File: src/rtl/bcd_to_bin_conv.sv
// Sequential packed-BCD to binary converter: one digit per clock, MSD first, Horner accumulation.
// Optional build macro BCD2BIN_CLAMP_EN: illegal digits (>9) are clamped to 9 before accumulation.
module bcd_to_bin_conv #(
  parameter int DIGITS    = 3,
  parameter int BIN_WIDTH = 10
) (
  input  logic                  sys_clk,
  input  logic                  sys_rst_n,
  input  logic                  start,
  input  logic [4*DIGITS-1:0]   bcd_in,
  output logic                  busy,
  output logic                  done,
  output logic [BIN_WIDTH-1:0]  bin_out,
  output logic                  bcd_err,
  output logic                  dbg_state_o
);

  localparam int CW = $clog2(DIGITS + 1);
  localparam logic [CW-1:0] LAST_DIGIT = CW'(DIGITS - 1);

  typedef enum logic {
    S_IDLE = 1'b0,
    S_CONV = 1'b1
  } state_e;

  // Handshake: start is sampled only in S_IDLE; busy is high for exactly DIGITS
  // cycles; done pulses for one cycle and bin_out/bcd_err hold until the next done.

  state_e                state_q, state_d;
  logic [4*DIGITS-1:0]   shift_q, shift_d;
  logic [BIN_WIDTH-1:0]  acc_q, acc_d;
  logic [CW-1:0]         cnt_q, cnt_d;
  logic                  err_q, err_d;
  logic                  busy_q, busy_d;
  logic                  done_q, done_d;
  logic [BIN_WIDTH-1:0]  bin_q, bin_d;
  logic                  bcd_err_q, bcd_err_d;

  logic [3:0]            digit;
  logic                  digit_bad;
  logic [3:0]            digit_eff;
  logic [BIN_WIDTH-1:0]  acc_next;

  assign digit     = shift_q[4*DIGITS-1 -: 4];
  assign digit_bad = (digit > 4'd9);

`ifdef BCD2BIN_CLAMP_EN
  assign digit_eff = digit_bad ? 4'd9 : digit;
`else
  assign digit_eff = digit;
`endif

  // Low BIN_WIDTH bits of acc*10+d do not depend on the dropped high bits, so
  // computing directly at BIN_WIDTH gives the same modulo-2^BIN_WIDTH wrap.
  assign acc_next = (acc_q << 3) + (acc_q << 1) + BIN_WIDTH'(digit_eff);

  always_comb begin
    state_d   = state_q;
    shift_d   = shift_q;
    acc_d     = acc_q;
    cnt_d     = cnt_q;
    err_d     = err_q;
    busy_d    = busy_q;
    done_d    = 1'b0;
    bin_d     = bin_q;
    bcd_err_d = bcd_err_q;
    case (state_q)
      S_IDLE: begin
        if (start) begin
          shift_d = bcd_in;
          acc_d   = '0;
          cnt_d   = '0;
          err_d   = 1'b0;
          busy_d  = 1'b1;
          state_d = S_CONV;
        end
      end
      S_CONV: begin
        acc_d   = acc_next;
        shift_d = shift_q << 4;
        cnt_d   = cnt_q + CW'(1);
        err_d   = err_q | digit_bad;
        if (cnt_q == LAST_DIGIT) begin
          bin_d     = acc_next;
          bcd_err_d = err_q | digit_bad;
          done_d    = 1'b1;
          busy_d    = 1'b0;
          state_d   = S_IDLE;
        end
      end
      default: state_d = S_IDLE;
    endcase
  end

  always_ff @(posedge sys_clk or negedge sys_rst_n) begin
    if (!sys_rst_n) begin
      state_q   <= S_IDLE;
      shift_q   <= '0;
      acc_q     <= '0;
      cnt_q     <= '0;
      err_q     <= 1'b0;
      busy_q    <= 1'b0;
      done_q    <= 1'b0;
      bin_q     <= '0;
      bcd_err_q <= 1'b0;
    end else begin
      state_q   <= state_d;
      shift_q   <= shift_d;
      acc_q     <= acc_d;
      cnt_q     <= cnt_d;
      err_q     <= err_d;
      busy_q    <= busy_d;
      done_q    <= done_d;
      bin_q     <= bin_d;
      bcd_err_q <= bcd_err_d;
    end
  end

  assign busy        = busy_q;
  assign done        = done_q;
  assign bin_out     = bin_q;
  assign bcd_err     = bcd_err_q;
  assign dbg_state_o = state_q;

endmodule

File: config.mk
export PLATFORM = sky130hd
export DESIGN_NAME = bcd_to_bin_conv
export DESIGN_NICKNAME = d
export VERILOG_FILES = /design/src/rtl/bcd_to_bin_conv.sv
export SDC_FILE = /design/constraint.sdc
export NUM_CORES = 1
export LEC_CHECK = 0
export BUFFER_PORTS_ARGS = -buffer_cell sky130_fd_sc_hd__buf_2
export CORE_UTILIZATION = 48
export CTS_CLUSTER_SIZE = 28
export DETAILED_ROUTE_END_ITERATION = 12
export HOLD_SLACK_MARGIN = 0.12
export PLACE_DENSITY_LB_ADDON = 0.2
export REMOVE_ABC_BUFFERS = 1
export SYNTH_ARGS = -nofsm -noshare
export SYNTH_HDL_FRONTEND = slang
export SYNTH_SLANG_ARGS = --single-unit
export TNS_END_PERCENT = 100
File: constraint.sdc
create_clock -name sys_clk -period 3 [get_ports sys_clk]
set_clock_uncertainty 0.15 [all_clocks]
set_input_delay 0.6 -clock sys_clk [delete_from_list [all_inputs] [get_ports sys_clk]]
set_output_delay 0.6 -clock sys_clk [all_outputs]
set_load 0.01 [all_outputs]
### Yosys cells after proc, flatten, opt, wreduce, memory -nomap -nowiden

Cells that the tools add are included.

| cells by class | value |
|---|---|
| $add $sub $neg | 3 |
| $mul | 0 |
| divide/modulo/power cells | 0 |
| order comparisons | 1 |
| equal/unequal tests | 3 |
| shifts and indexed selects | 0 |
| multiplexer cells | 16 |
| bitwise operators | 2 |
| reductions and logical operators | 2 |

Operators with widths:

| operator | number |
|---|---|
| 12-bit one-hot mux with 2 select lines | 1 |
| 9-bit one-hot mux with 2 select lines | 1 |
| 12-bit 2-to-1 mux | 1 |
| 10-bit adder | 1 |
| 10-bit by 4-bit adder with 10-bit output | 1 |
| 9-bit 2-to-1 mux | 1 |
| 1-bit 2-to-1 mux | 7 |
| 1-bit one-hot mux with 2 select lines | 3 |
| 4-bit > comparator, second input constant | 1 |
| 2-bit one-hot mux with 2 select lines | 1 |
| 2-bit AND reduction | 2 |
| 2-bit by 1-bit adder with 2-bit output, second input constant | 1 |
| 2-bit == test, second input constant | 1 |
| 2-bit 2-to-1 mux | 1 |
| 2-bit by 1-bit != test with 1-bit output, second input constant | 1 |
| 2-bit != test, second input constant | 1 |
| 1-bit NOT | 1 |
| 1-bit OR | 1 |

| storage, ports and cells | value |
|---|---|
| bits in registers | 38 |
| latch bits | 0 |
| RAM bits | 0 |
| memory bits (read-only) | 0 |
| input port bits | 15 |
| output and inout bits | 14 |
| word-level logic and storage cells | 36 |
| memories | 0 |

### Longest topological paths before layout

Gate-level depths: netlist of run 1.

| depth | value |
|---|---|
| depth in word-level cells | 3 |
| mapped depth | 9 |
| depth with buffers taken out | 9 |

### Worst setup path after synthesis of run 1

Ideal clock, no wire load.

| timing | value |
|---|---|
| path type | flip-flop to flip-flop |
| start point | register shift_q[11] |
| end point | register acc_q[8] |
| library setup time | 0.122 ns |
| arrival | 2.235 ns |
| data required time | 2.728 ns |
| slack | 0.494 ns |
| stages on the path, launching flop included | 9 |
| path buffers | 0 |
| period minus slack after synthesis | 2.506 ns |
| cell sequence | dfrtp_1 inv_1 fa_1 fa_1 nor2b_4 o31a_1 o21a_1 or3_1 a32o_1 |

| on the way | value |
|---|---|
| cells in the longest elaborated chain, start to end | 2 |

RTL lines:

| element | RTL line | source |
|---|---|---|
| start, declared | 30 | `logic [4*DIGITS-1:0] shift_q, shift_d;` |
| start signal, assigned | 108 | `shift_q <= shift_d;` |
| 10-bit by 4-bit adder with 10-bit output | 55 | `assign acc_next = (acc_q << 3) + (acc_q << 1) + BIN_WIDTH'(digit_eff);` |
| 9-bit one-hot mux with 2 select lines | 67 | `case (state_q)` |
| end signal, assigned | 99 | `acc_q <= '0;` |
| end signal, assigned | 109 | `acc_q <= acc_d;` |
| end, declared | 31 | `logic [BIN_WIDTH-1:0] acc_q, acc_d;` |

No other way between the ends.
A chain may end at the register's enable or synchronous reset.

### Worst setup path after layout of run 1

Same ends and word-level chain as after synthesis.

==> impl_metrics.csv, run 1 <==
group,metric,value,unit
place,io_buffers,28,
worst_setup_path,reg2reg_setup_slack,350,ps
flow_run,drv_cap,0,
power,leakagePower,1.119,nW
drt,via_per_inst,5.411,
clock_network,clock_sinks,38,
die,start_util,0.5084,
synthesis,synth.yosys.seq_area_share,0.5033,
layout,diodes,0,
drt,dr_total_vias,1342,
worst_setup_path,cpMostUsedCell,"fa_1",
die,pin_count,29,
clock_network,cts_root_buf,"clkbuf_8",
synthesis,synth_cell_types,28,
power,finalPower,2.519,mW
synthesis,synth_cells,170,
worst_setup_path,arrival,2670,ps
clock_network,holdBufCountCts,0,
clock_network,htree_levels,2,
grt,antenna_found_initial,0,
clock_network,cts_setup_buffers,0,
synthesis,synth-seq-cells,38,
die,row_count,22,
timing,rsz0062_at_grt,"no",
timing,setup_violations,0,
synthesis,synth_edf_count,0,
worst_setup_path,critPathMaxStageDelay,590,ps
drt,routed_wl,3427,um
synthesis,netlist_area,0.001889,mm2
clock_network,clk_latency,280,ps
layout,areaGrowthSynthToFinish,15.17,%
grt,gr-usage-all-layers,0.1933,
die,dieArea,0.004191,mm2
layout,fillerInstances,333,
place,dp_hpwl,2500,um
place,dp.cells,240,
layout,final_nets,231,
power,power.density,1158,mW/mm2
drt,drtPass1Iterations,4,
status,outcome,"complete, no violations",
place,routabilityCongestion,0.9221,
timing,drv_slew,0,
timing,relSlewSlack,0.4568,
worst_setup_path,crit_type,"reg2reg",
timing,timing.final.crit_share,0.8828,
power,ir_drop,0.0004041,V
layout,drive_above_1_share,0.2200,
grt,grt_max_degree,39,
synthesis,async_flop_share,1.000,
clock_network,cts-resized-gates,0,
worst_setup_path,end_kind,"flop",
worst_setup_path,cp_slowest_cell,"fa_1",
drt,route.detailed.wl_per_inst,13.82,um
drt,ant_nets,0,
worst_setup_path,worstPathCellList,"inv_1 -> fa_1 -> fa_1 -> nor2b_4 -> o31a_1 -> o21a_1 -> or3_1 -> a32o_1",
grt,grt_pass1_wl,6120,um
timing,hold_violations,0,
drt,drc,0,
timing,finalSetupTns,0,ps
timing,worstMarginPinSlew,814.8,ps
layout,regArea,950.9,um2
synthesis,syn_area_per_cell,11.11,um2
die,die_w,64.74,um
timing,max_freq,377.6,MHz
synthesis,synth_flop_cell,"dfrtp_1",
min_path,hp-class,"in2async",
clock_network,cts_tree,"built",
die,core_area,0.003716,mm2
layout,final_common_cell,"dfrtp_1",
die,die_h,64.74,um
layout,final_cells,248,
timing,period_needed,2648,ps
layout,final_cell_mix,"dfrtp_1 (38), buf_2 (28), o21ai_0 (16)",
worst_setup_path,critPathLaunchType,"flop",
clock_network,numCtsBuffers,5,
synthesis,yosys_warnings,0,
drt,drt-initial-drc-count,61,
worst_setup_path,path_max_fanout,2,
clock_network,clk_pin_slew_worst_paths,70,ps
layout,multi_input_area,865.8,um2
clock_network,clk_path_buf_depth,2,
grt,grt_pass1_vias,1338,
worst_setup_path,required,3020,ps
grt,grt_remaining_overflow,0,
## flip-flops by register name (all words and copies together) (netlist names), 2 cells and up
name / count
cnt_q: 2
bin_out: 10
shift_q: 12
acc_q: 9
## critical path, delay by kind of cell (launching register included)
kind	cells	cell delay, ps
AO/OA/AOI/OAI	3	690
adder cells (fa/ha/maj)	2	880
buffers and inverters	1	70
flip-flops	1	360
AND/OR/NAND/NOR	2	380
## path summary, 6_finish.rpt
check,start,end,depth (start not counted)
min in group sys_clk,bin_out[9],bin_out[9],2
max in group asynchronous,sys_rst_n,acc_q[4],1
min,sys_rst_n,bin_out[6],1
min reg2reg,bin_out[9],bin_out[9],2
max reg2reg,shift_q[11],acc_q[8],8
max,shift_q[11],acc_q[8],8
## power by group
part           internal [mW]  total, mW  switching (mW)
clock network          0.249      0.415           0.166
registers              0.738      0.888           0.150
logic                  0.579       1.22           0.637
total                   1.57       2.52           0.953
## synthesized netlist by cell type, types with 2 or more instances
library cell	n	share of area
a22o_1	7	0.032
inv_1	12	0.024
nand3_1	3	0.0079
o21a_1	2	0.0079
mux2_2	7	0.042
xor2_1	2	0.0093
fa_1	2	0.021
ha_1	15	0.099
xnor2_1	4	0.019
a21oi_1	5	0.013
o21ai_0	16	0.042
mux2i_1	12	0.064
nor2_1	12	0.024
nand2_1	15	0.030
dfrtp_1	38	0.50
clkbuf_1	6	0.012
## metal layers
metal,vias up,GRT usage,routed length (um)
li1,649,-,-
met1,650,0.2713,1664
met2,35,0.2865,1583
met3,8,0.03697,123
met4,0,0.09167,55
met5,-,0,0
## final cells by class
type,count,area share
flip-flops and latches,38,0.4370
multi-input cells,113,0.3979
repair buffers,29,0.06786
clock buffers,7,0.03508
well taps,48,0.02760
inverters,12,0.02070
clock inverters,1,0.01380
## through the flow
step                      utilization  worst slack, ps  instance area (um2)  hold WS (ps)
after floorplan                     -            493.6                 1862         154.4
after global routing           0.5855            273.0                 2176         328.8
after detailed placement       0.5569            377.4                 2069         315.7
after global placement         0.5569            442.0                 2069         308.2
final                          0.5855            351.7                 2176         256.7
after CTS                      0.5855            349.2                 2176         286.2
## cells by family (layout without fill, tap and decap cells)
| family | count (synthesis) | in the layout | share of synthesized area |
|---|---|---|---|
| flip-flops | 38 | 38 | 0.5033 |
| adder cells (fa/ha/maj) | 17 | 17 | 0.1205 |
| XOR/XNOR | 6 | 6 | 0.02781 |
| AO/OA/AOI/OAI | 36 | 36 | 0.1212 |
| buffers and inverters | 19 | 49 | 0.03841 |
| AND/OR/NAND/NOR | 35 | 35 | 0.08344 |
| multiplexers | 19 | 19 | 0.1053 |
Power figures use the tool's default switching activity.
==> run 2: changes to the inputs <==
--- a/config.mk
+++ b/config.mk
@@ -6,7 +6,9 @@
 export NUM_CORES = 1
 export LEC_CHECK = 0
 export BUFFER_PORTS_ARGS = -buffer_cell sky130_fd_sc_hd__buf_2
-export CORE_UTILIZATION = 48
+export CELL_PAD_IN_SITES_DETAIL_PLACEMENT = 1
+export CELL_PAD_IN_SITES_GLOBAL_PLACEMENT = 2
+export CORE_UTILIZATION = 36
 export CTS_CLUSTER_SIZE = 28
 export DETAILED_ROUTE_END_ITERATION = 12
 export HOLD_SLACK_MARGIN = 0.12
==> impl_metrics.csv, run 2 (synthesized netlist as in run 1, its figures left out) <==
group,metric,value,unit
drt,routed_wl,4170,um
timing,drv_slew,0,
worst_setup_path,critPathLaunchType,"flop",
timing,rsz0062_at_grt,"no",
clock_network,htree_levels,2,
clock_network,clk_latency,290,ps
layout,diodes,0,
worst_setup_path,cpMostUsedCell,"fa_1",
die,row_count,26,
grt,grt_pass1_wl,7127,um
drt,drtPass1Iterations,4,
clock_network,clk_path_buf_depth,2,
timing,hold_violations,0,
clock_network,cts_setup_buffers,0,
worst_setup_path,required,3030,ps
timing,finalSetupTns,0,ps
timing,setup_ws,370.2,ps
timing,max_freq,380.3,MHz
power,leakagePower,1.114,nW
grt,grt_pass1_vias,1480,
worst_setup_path,r2r-end,"acc_q[8]",
place,routabilityCongestion,0.8880,
place,io_buffers,28,
clock_network,clk_pin_slew_worst_paths,80,ps
clock_network,cts_tree,"built",
clock_network,holdBufCountCts,0,
place,post-place-ws,376.9,ps
die,die_h,74.45,um
worst_setup_path,path_max_fanout,2,
layout,final_common_cell,"dfrtp_1",
place,dpl_cell_area,0.002097,mm2
drt,drc,0,
die,die_w,74.45,um
layout,fin_util,0.4320,
grt,grt_remaining_overflow,0,
power,power.density,1142,mW/mm2
timing,setup_violations,0,
min_path,hp-class,"in2async",
worst_setup_path,reg2reg_setup_slack,370,ps
grt,gr-usage-all-layers,0.1761,
die,start_util,0.3723,
layout,final_nets,231,
layout,areaGrowthSynthToFinish,16.03,%
die,pin_count,29,
timing,worstMarginPinSlew,918.4,ps
clock_network,cts_root_buf,"clkbuf_8",
drt,dr_total_vias,1359,
worst_setup_path,worstPathCellList,"inv_1 -> fa_1 -> fa_1 -> nor2b_4 -> o31a_1 -> o21a_1 -> or3_1 -> a32o_1",
worst_setup_path,critPathMaxStageDelay,590,ps
layout,final_cell_mix,"dfrtp_1 (38), buf_2 (28), o21ai_0 (16)",
timing,period_needed,2630,ps
worst_setup_path,cp_top_family,"adder cells",
worst_setup_path,arrival,2660,ps
worst_setup_path,end_kind,"flop",
worst_setup_path,cp.buffers_inverters,1,
drt,ant_nets,0,
die,dieArea,0.005542,mm2
clock_network,clock_sinks,38,
grt,grt_max_degree,39,
worst_setup_path,r2r-start,"shift_q[11]",
layout,drive_above_1_share,0.2300,
status,outcome,"complete, no violations",
place,dp_hpwl,3036,um
grt,antenna_found_initial,0,
clock_network,numCtsBuffers,5,
worst_setup_path,crit_type,"reg2reg",
clock_network,cts-resized-gates,0,
flow_run,drv_cap,0,
power,finalPower,2.503,mW
die,core_area,0.005075,mm2
drt,via_per_inst,5.033,
timing,relSlewSlack,0.3855,
layout,finalInstanceArea,0.002192,mm2
layout,top_register,"shift_q",
place,dp.cells,262,
layout,final_cells,270,
worst_setup_path,reg2regPathDepth,8,
timing,timing.final.crit_share,0.8766,
layout,fillerInstances,591,
drt,drt-initial-drc-count,36,
drt,route.detailed.wl_per_inst,15.44,um
worst_setup_path,cp_slowest_cell,"fa_1",
timing,whs,265.0,ps
power,ir_drop,0.0003539,V
layout,largest_reg_flops,12,
[run 2: changes by cell type in the layout (fill, tap and decap cells not counted)]
cell and change:
clkbuf_1 -2, bufinv_16 -1, clkbuf_8 +1, clkinv_2 +1, clkinvlp_4 +1
[run 2: layout make-up]
cell class	instances	area [um2]	share of cell area
tap	70	87.58	0.03995
sequential	38	950.9	0.4338
timing repair buffer	29	147.6	0.06735
multi-input combinational	113	865.8	0.3950
clock inverter	2	12.51	0.005708
inverter	12	45.04	0.02055
clock buffer	6	82.58	0.03767
[run 2: metal layers]
layer  global-route usage  share of wire
met1               0.2122           0.44
met3              0.04336          0.038
met2               0.3053           0.51
met4              0.06289          0.011
met5                    0              0
[run 2: power by group]
part           internal [mW]  switching [mW]  total (mW)  leakage (nW)
Sequential             0.738           0.142       0.880         0.484
Clock                  0.185           0.183       0.368        0.0472
Combinational          0.580           0.675        1.26         0.583
[run 2: worst max-delay path by stage]
stage / from / endpoint / slack [ps] / cells after the start
floorplan: shift_q[11] / acc_q[8] / 490 / 8
global placement: shift_q[11] / acc_q[8] / 430 / 8
detailed placement: acc_q[0] / acc_q[8] / 380 / 8
CTS: shift_q[11] / acc_q[8] / 360 / 8
global route: shift_q[11] / acc_q[8] / 260 / 9
finish: shift_q[11] / acc_q[8] / 370 / 8
[run 2: worst reg2reg max path: cells and delay by family, from the launching register on]
kind / cells / cell delay, ps
AOI/OAI and AO/OA: 3 / 700
adders and majority gates: 2 / 870
buffers and inverters: 1 / 70
DFF: 1 / 350
and+or+nand+nor: 2 / 380
